### src/rtl/weight_guard.sv
`default_nettype none
// ============================================================================
//  Module   : weight_guard
//  Purpose  : Debounced warn/overload classifier with hysteresis for cabin
//             load-cell samples; door-hold request and saturating event count.
//             Optional moving-average front end enabled by WEIGHT_AVG_EN.
//  Revision : 1.0  initial release
// ============================================================================
module weight_guard #(
    parameter int W_WIDTH    = 12,
    parameter int LIMIT      = 800,
    parameter int WARN_LEVEL = 720,
    parameter int HYST       = 40,
    parameter int DEBOUNCE   = 4,
    parameter int AVG_LOG2   = 2
) (
    input  logic               clk,
    input  logic               reset,
    input  logic               sample_valid,
    input  logic [W_WIDTH-1:0] sample,
    input  logic               clear,
    output logic [W_WIDTH-1:0] weight_value,
    output logic               weight_warn,
    output logic               weight_limit_exceeded,
    output logic               door_hold,
    output logic [1:0]         state,
    output logic [7:0]         overload_count
);

    localparam int c_CNT_W = $clog2(DEBOUNCE + 1);
    localparam int c_CMP_W = W_WIDTH + 1;

    localparam logic [c_CMP_W-1:0] c_LIMIT    = c_CMP_W'(LIMIT);
    localparam logic [c_CMP_W-1:0] c_WARN     = c_CMP_W'(WARN_LEVEL);
    localparam logic [c_CMP_W-1:0] c_WARN_REL = c_CMP_W'(WARN_LEVEL - HYST);
    localparam logic [c_CMP_W-1:0] c_OVER_REL = c_CMP_W'(LIMIT - HYST);
    localparam logic [c_CNT_W-1:0] c_DEB      = c_CNT_W'(DEBOUNCE);

    localparam logic [1:0] c_ST_OK   = 2'b00;
    localparam logic [1:0] c_ST_WARN = 2'b01;
    localparam logic [1:0] c_ST_OVER = 2'b10;

    generate
        if (WARN_LEVEL > LIMIT || HYST > WARN_LEVEL || DEBOUNCE == 0 || AVG_LOG2 < 0) begin : g_param_err
            $error("weight_guard: illegal parameter combination");
        end
    endgenerate

    logic [1:0]         r_state;
    logic [1:0]         w_state_nxt;
    logic [c_CNT_W-1:0] r_cnt;
    logic [c_CNT_W-1:0] w_cnt_nxt;
    logic [c_CNT_W-1:0] w_cnt_inc;
    logic [7:0]         r_ovl_cnt;
    logic [7:0]         w_ovl_nxt;
    logic [W_WIDTH-1:0] r_value;
    logic [W_WIDTH-1:0] w_v;
    logic [c_CMP_W-1:0] w_v_ext;

`ifdef WEIGHT_AVG_EN
    localparam int c_N     = 1 << AVG_LOG2;
    localparam int c_SUM_W = W_WIDTH + AVG_LOG2;

    logic [c_SUM_W-1:0] w_sum;

    generate
        if (c_N > 1) begin : g_avg_buf
            // History holds the previous c_N-1 accepted samples; the current one is added live.
            logic [W_WIDTH-1:0] r_hist [c_N-1];

            always_ff @(posedge clk) begin
                if (reset) begin
                    for (int i = 0; i < c_N - 1; i++) r_hist[i] <= '0;
                end else if (sample_valid && !clear) begin
                    r_hist[0] <= sample;
                    for (int i = 1; i < c_N - 1; i++) r_hist[i] <= r_hist[i-1];
                end
            end

            always_comb begin
                w_sum = c_SUM_W'(sample);
                for (int i = 0; i < c_N - 1; i++) w_sum = w_sum + c_SUM_W'(r_hist[i]);
            end
        end else begin : g_avg_pass
            assign w_sum = c_SUM_W'(sample);
        end
    endgenerate

    assign w_v = W_WIDTH'(w_sum >> AVG_LOG2);
`else
    assign w_v = sample;
`endif

    assign w_v_ext   = {1'b0, w_v};
    assign w_cnt_inc = r_cnt + c_CNT_W'(1);

    always_ff @(posedge clk) begin
        if (reset) begin
            r_state   <= c_ST_OK;
            r_cnt     <= '0;
            r_ovl_cnt <= '0;
            r_value   <= '0;
        end else begin
            r_state   <= w_state_nxt;
            r_cnt     <= w_cnt_nxt;
            r_ovl_cnt <= w_ovl_nxt;
            if (sample_valid && !clear) r_value <= w_v;
        end
    end

    always_comb begin
        w_state_nxt = r_state;
        w_cnt_nxt   = r_cnt;
        w_ovl_nxt   = r_ovl_cnt;
        if (clear) begin
            w_state_nxt = c_ST_OK;
            w_cnt_nxt   = '0;
        end else if (sample_valid) begin
            case (r_state)
                c_ST_OK, c_ST_WARN: begin
                    if (w_v_ext > c_LIMIT) begin
                        if (w_cnt_inc == c_DEB) begin
                            w_state_nxt = c_ST_OVER;
                            w_cnt_nxt   = '0;
                            if (r_ovl_cnt != 8'hFF) w_ovl_nxt = r_ovl_cnt + 8'd1;
                        end else begin
                            w_cnt_nxt = w_cnt_inc;
                        end
                    end else begin
                        w_cnt_nxt = '0;
                        if (r_state == c_ST_OK && w_v_ext >= c_WARN)
                            w_state_nxt = c_ST_WARN;
                        else if (r_state == c_ST_WARN && w_v_ext < c_WARN_REL)
                            w_state_nxt = c_ST_OK;
                    end
                end
                c_ST_OVER: begin
                    if (w_v_ext < c_OVER_REL) begin
                        if (w_cnt_inc == c_DEB) begin
                            w_state_nxt = (w_v_ext >= c_WARN_REL) ? c_ST_WARN : c_ST_OK;
                            w_cnt_nxt   = '0;
                        end else begin
                            w_cnt_nxt = w_cnt_inc;
                        end
                    end else begin
                        w_cnt_nxt = '0;
                    end
                end
                default: begin
                    // Unreachable encoding recovers to OK.
                    w_state_nxt = c_ST_OK;
                    w_cnt_nxt   = '0;
                end
            endcase
        end
    end

    assign state                 = r_state;
    assign weight_value          = r_value;
    assign overload_count        = r_ovl_cnt;
    assign weight_warn           = (r_state == c_ST_WARN) || (r_state == c_ST_OVER);
    assign weight_limit_exceeded = (r_state == c_ST_OVER);
    assign door_hold             = (r_state == c_ST_OVER);

endmodule
`default_nettype wire

### config.mk
export PLATFORM = sky130hd
export DESIGN_NAME = weight_guard
export DESIGN_NICKNAME = d
export VERILOG_FILES = /design/src/rtl/weight_guard.sv
export SDC_FILE = /design/constraint.sdc
export NUM_CORES = 1
export LEC_CHECK = 0
export ABC_CLOCK_PERIOD_IN_PS = 1960
export CORE_ASPECT_RATIO = 0.7
export CORE_MARGIN = 10
export CORE_UTILIZATION = 42
export DETAILED_ROUTE_END_ITERATION = 10
export PLACE_DENSITY = 0.87
export SETUP_SLACK_MARGIN = 0.1
export SYNTH_ARGS = -nofsm -noshare
export SYNTH_HDL_FRONTEND = slang
export SYNTH_SLANG_ARGS = --single-unit
### constraint.sdc
create_clock -name clk -period 1.96 [get_ports clk]
set_input_delay 0.294 -clock clk [delete_from_list [all_inputs] [get_ports clk]]
set_output_delay 0.294 -clock clk [all_outputs]
set_load 0.05 [all_outputs]
==> results by group, run 1 <==
Min path
  • Worst Hold Path Cells: 4
  • Hold path startpoint: sample[6]
  • Class of the worst hold path: in -> reg
  • Hold Path End: weight_value[6]$_SDFFE_PP0P_

Synth
  • Main synth FF type: dfxtp_1
  • Syn_nets: 191
  • Sequential cell area fraction in the yosys report: 35.12%
  • Area leader, netlist: dfxtp_1
  • Mean area per synthesized cell: 8.483 um^2
  • Netlist cell types: 45
  • Post-synthesis register bit count: 25
  • EDFF count, synth: 0
  • Post-Syn Area: 1425 um^2
  • Largest cells by area after synthesis: dfxtp_1, nand2_1, a21oi_1
  • Cell count after synthesis: 168
  • Post-synth ARST share: 0%
  • Yosys top cell area share: 35.12%
  • Most instantiated cells after synthesis: nand2_1, dfxtp_1, a21oi_1, nand3_1, nor2_1
  • Most common cell in the synthesized netlist: nand2_1
  • Synth Warn #: 0

Clock tree
  • Total CTS buffers: 3
  • CTS tree: yes
  • Clock Path Buffers: 2
  • Root Buffer: clkbuf_8
  • CTS Sinks: 25
  • # hold bufs at CTS: 0
  • Clk_lat worst skew: 0.27 ns
  • H-tree depth: 1
  • Worst-path clk slew: 0.09 ns

Critical path
  • WS Path Type: reg -> reg
  • CP arrival: 2.15 ns
  • R2r startpoint: overload_count[4]$_SDFFE_PP0P_
  • Worst Reg-to-Reg Cells: 6
  • CP Max Fanout: 5
  • Worst reg2reg setup slack: 0.02 ns
  • CP Launch Type: flop
  • Reg2reg end: overload_count[4]$_SDFFE_PP0P_
  • CP required: 2.17 ns
  • CP endpoint kind: flop

Detailed routing
  • Routed vias/inst: 5.625
  • Metal-1 WL: 2.076 mm
  • ANT nets after route: 0
  • Wire length on met3: 536 um
  • Uppermost routed layer: met4
  • Drc violations: 0
  • Final WL: 5.473 mm
  • DR iter-0 viols: 118
  • First-pass detailed-route iteration total: 5
  • DR vias: 1665
  • Routed len/inst: 18.49 um
  • Met2 WL post-DR: 2.652 mm

Die
  • Core area: 3212 um^2
  • Num ports: 41
  • Die Ht: 68.74 um
  • Starting Density: 44.37%
  • Die area: 6160 um^2
  • Rows: 17
  • Die Wd: 89.62 um

STA
  • Hold slack final: 0.4191 ns
  • Final setup fails: 0
  • Relative slew slack: 63.67%
  • Slew Viols, Final: 0
  • Fmax: 514.2 MHz
  • Final Skew: 0.006106 ns
  • Unrepaired setup endpoints after global routing: yes
  • Tcrit/Tclk final: 99.22%
  • Hold Violations, Final: 0
  • Post-route setup slack: 0.01523 ns
  • Min cycle time layout: 1.945 ns
  • Least-Margin Pin Slew: 0.5432 ns

Layout
  • # diodes: 0
  • Fin nets: 273
  • Area of the multi-input gates: 1006 um^2
  • Reg area: 521.8 um^2
  • Fin area: 2402 um^2
  • Share of cells above drive strength 1: 39.76%
  • Area grow syn2layout: 68.57%
  • Fill cell total of the finished layout: 204

Pwr
  • P_leak: 1.011 nW
  • VDD IR max: 0.3278 mV
  • Power Total: 0.001130 W
  • Pwr dens: 470.5 nW/um^2

Place
  • Port buffer count: 40
  • Hpwl dp: 3.414 mm
  • Placed cell area: 2091 um^2
  • GPL Wtd Cong: 0.8505
  • Post-Place Worst Slack: -0.4364 ns

Global route
  • Initial antenna violation count: 0
  • Grt total ovfl: 0
  • First-pass GRT wire length: 8.245 mm
  • Vias in the first global route: 1756
  • Total GRT Usage: 16.79%
  • Largest net degree at the start of global routing: 24

Run
  • Max Cap Violations: 0

Status
  • Status: finished, final reports clean
-- stage by stage --
step | instances | TNS (ns) | util, %
final | 296 | 0 | 74.80
after global routing | 296 | -0.07027 | 74.80
after CTS | 292 | 0 | 71.68
after detailed placement | 279 | -4.139 | 65.10
after global placement | 279 | -3.275 | 65.10
after floorplan | 168 | 0 | -
-- cell families (layout without fill, tap and decap cells) --
family,count (synthesis),count (layout),synth area share [%]
AO/OA/AOI/OAI,44,44,19.84
multiplexers,4,4,3.512
adder cells (fa/ha/maj),7,7,6.145
buffers and inverters,13,94,5.531
AND/OR/NAND/NOR,75,75,29.85
flip-flops,25,25,35.12
-- critical path, stage by stage, from the launching register on --
cell and delay [ns]:
dfxtp_4 0.35, and3_4 0.18, and3_4 0.18, a311o_2 0.40, buf_6 0.14, or4_4 0.48
a21oi_2 0.15
-- state kept, by name, summed over array words and instances, names as in the netlist --
signal	count
weight_value	12
overload_count	8
r_cnt	3
state	2
-- metal layers --
metal	global-route usage, %	vias to the layer above
li1	-	768
met2	30.60	109
met1	18.05	763
met5	0	-
met4	6.522	0
met3	5.152	25
-- cell usage in the layout (no fill, tap or decap), types with 3 or more instances in the layout --
| cell type | count |
|---|---|
| dlygate4sd2_1 | 5 |
| ha_1 | 3 |
| nor2_1 | 8 |
| buf_6 | 4 |
| clkbuf_8 | 3 |
| clkdlybuf4s50_1 | 22 |
| ha_4 | 3 |
| a21oi_1 | 20 |
| dfxtp_1 | 16 |
| dfxtp_2 | 5 |
| dfxtp_4 | 4 |
| inv_1 | 5 |
| clkbuf_2 | 3 |
| buf_4 | 41 |
| o21ai_0 | 3 |
| o31ai_1 | 3 |
| dlymetal6s2s_1 | 7 |
| or4_4 | 3 |
| nand2_1 | 31 |
| nand3_1 | 8 |
-- final cells by class --
type                       instances  share of cell area, %
clock buffer                       3                  1.719
clock inverter                     1                 0.3125
inverter                           6                 0.9375
multi-input combinational        130                  41.87
sequential                        25                  21.72
tap                               47                  2.448
timing repair buffer              84                  30.99
-- where the power goes --
group          internal [W]  switching [W]
Clock              0.000144       0.000173
Sequential         0.000516     0.00000806
Combinational      0.000126       0.000164
Total              0.000786       0.000345
-- worst max path at each step --
stage                                    from                             end  depth (start not counted)
2_1_floorplan  overload_count[4]$_SDFFE_PP0P_  overload_count[5]$_SDFFE_PP0P_                          6
3_3_place_gp                        sample[6]           state[1]$_SDFFE_PP0P_                          6
3_5_place_dp                        sample[6]           state[0]$_SDFFE_PP0P_                          7
4_1_cts        overload_count[4]$_SDFFE_PP0P_  overload_count[4]$_SDFFE_PP0P_                          6
5_1_grt        overload_count[4]$_SDFFE_PP0P_  overload_count[4]$_SDFFE_PP0P_                          6
6_report       overload_count[4]$_SDFFE_PP0P_  overload_count[4]$_SDFFE_PP0P_                          6
-- what timing repair did --
item / in CTS / in global routing
pin swaps: 12 / 13
endpoints found under the setup margin: 14 / 17
resized for setup: 36 / 20
setup buffers: 9 / 4
(Power assumes the default switching activity.)
==> inputs of run 2 (changes only) <==
Settings changed: GPL_TIMING_DRIVEN set to 0.
==> run 2 against run 1 <==
- clock power hardly changed
- utilization is 4.9 points lower
- setup slack better by 0.0041 ns
- critical path depth stayed put
- combinational power is 14% lower
- cell area is 6.6% lower
- sequential cell count stayed put
==> results by group, run 2 (synthesis results as in run 1) <==
Min path
  • Hold Path End: weight_value[11]$_SDFFE_PP0P_
  • Class of the worst hold path: in -> reg
  • Hold path startpoint: sample[11]
  • Worst Hold Path Cells: 3

Critical path
  • Cells along the critical path: and3_4 -> and3_4 -> a311o_1 -> clkbuf_8 -> nor3_4 -> mux2_4
  • Worst reg2reg setup slack: 0.02 ns
  • Worst Reg-to-Reg Cells: 6
  • CP endpoint kind: flop
  • Reg2reg end: overload_count[5]$_SDFFE_PP0P_
  • WS Path Type: reg -> reg
  • CP Max Fanout: 6
  • CP Launch Type: flop
  • CP arrival: 2.10 ns
  • R2r startpoint: overload_count[2]$_SDFFE_PP0P_
  • CP max stage delay: 0.43 ns
  • CP most frequent cell: and3_4
  • Crit-path slowest cell: a311o_1
  • CP required: 2.12 ns

Detailed routing
  • Final WL: 4.390 mm
  • Routed len/inst: 15.85 um
  • First-pass detailed-route iteration total: 4
  • DR iter-0 viols: 110
  • DR vias: 1507
  • ANT nets after route: 0
  • Routed vias/inst: 5.440
  • Drc violations: 0

Layout
  • Share of cells above drive strength 1: 32.61%
  • Most frequent cells in the layout: nand2_1, clkdlybuf4s50_1, a21oi_1, buf_4, dfxtp_1
  • Area grow syn2layout: 57.51%
  • Fin nets: 254
  • Final Util: 69.89%
  • Max reg flops: 12
  • Commonest non-fill, non-tap cell in the layout: nand2_1
  • # diodes: 0

STA
  • Post-route setup slack: 0.01928 ns
  • Slew Viols, Final: 0
  • Final setup fails: 0
  • Final Skew: 0.007893 ns
  • Hold Violations, Final: 0
  • Min cycle time layout: 1.941 ns
  • Tcrit/Tclk final: 99.02%
  • Fmax: 515.3 MHz
  • Setup TNS: 0 ns
  • Unrepaired setup endpoints after global routing: yes
  • Relative slew slack: 60.12%
  • Least-Margin Pin Slew: 0.5982 ns

Place
  • Post-Place Worst Slack: -0.5373 ns
  • Port buffer count: 40
  • GPL Wtd Cong: 0.8235
  • Hpwl dp: 2.960 mm

Global route
  • Vias in the first global route: 1461
  • First-pass GRT wire length: 6.927 mm
  • Initial antenna violation count: 0
  • Largest net degree at the start of global routing: 14
  • Grt total ovfl: 0
  • Total GRT Usage: 14.10%

Die
  • Num ports: 41
  • Die Wd: 89.62 um
  • Starting Density: 44.37%
  • Core area: 3212 um^2
  • Die Ht: 68.74 um
  • Die area: 6160 um^2
  • Rows: 17

Clock tree
  • Clk_lat worst skew: 0.27 ns
  • CTS Sinks: 25
  • Clock Path Buffers: 2
  • Worst-path clk slew: 0.10 ns
  • H-tree depth: 1
  • Total CTS buffers: 3
  • CTS tree: yes
  • Root Buffer: clkbuf_8

Status
  • Status: finished, final reports clean

Run
  • Max Cap Violations: 0

Pwr
  • P_leak: 0.8672 nW
  • Power Total: 0.001088 W
  • Pwr dens: 484.9 nW/um^2
  • VDD IR max: 0.4614 mV
run 2: cell type report:
| type | count | area [um^2] |
|---|---|---|
| Multi-Input combinational cell | 130 | 1002 |
| Fill cell | 251 | 967.2 |
| Timing Repair Buffer | 58 | 533.0 |
| Sequential cell | 25 | 524.3 |
| Tap cell | 47 | 58.81 |
| Buffer | 7 | 56.30 |
| Clock buffer | 4 | 45.04 |
| Inverter | 6 | 25.02 |
run 2: how the worst max path moves through the flow:
| stage | startpoint | to | slack [ns] | cells after the start |
|---|---|---|---|---|
| 2_1_floorplan | overload_count[4]$_SDFFE_PP0P_ | overload_count[5]$_SDFFE_PP0P_ | 0.07 | 6 |
| 3_3_place_gp | sample[7] | overload_count[5]$_SDFFE_PP0P_ | -0.52 | 7 |
| 3_5_place_dp | sample[7] | overload_count[5]$_SDFFE_PP0P_ | -0.54 | 7 |
| 4_1_cts | r_cnt[1]$_SDFFE_PP0P_ | overload_count[5]$_SDFFE_PP0P_ | 0.03 | 7 |
| 5_1_grt | overload_count[4]$_SDFFE_PP0P_ | overload_count[7]$_SDFFE_PP0P_ | -0.002 | 6 |
| 6_report | overload_count[2]$_SDFFE_PP0P_ | overload_count[5]$_SDFFE_PP0P_ | 0.02 | 6 |
run 2: repair_timing:
item,CTS,global route
cloned,1,0
setup endpoints to repair,16,14
hold buffers,0,0
pin swaps,12,17
buffers inserted,14,4
gates resized for setup,42,25
run 2: metrics by stage:
stage	std cells	hold WS, ns	instance area [um^2]
3_3_place_gp	255	0.4425	1922
4_1_cts	274	0.3817	2173
6_report	277	0.3089	2245
2_1_floorplan	168	0.4300	1463
3_5_place_dp	255	0.4471	1922
5_1_grt	277	0.3193	2245
run 2: metal layers:
layer	track usage (%)	up-vias	part of all wire, %
li1	-	732	-
met1	16.14	735	42
met3	4.801	4	6.9
met4	2.767	0	0.77
met5	0	-	0
met2	25.27	36	50
run 2: critical path, delay by kind of cell, from the launching register on:
| family | cells | cell delay, ns |
|---|---|---|
| buf+inv | 1 | 0.20 |
| flops | 1 | 0.38 |
| compound gates | 1 | 0.43 |
| simple gates | 3 | 0.51 |
| mux | 1 | 0.31 |
run 2: report_power, final:
group          internal [W]  switching (W)
clock network      0.000146       0.000172
logic              0.000103       0.000145
registers          0.000514     0.00000807
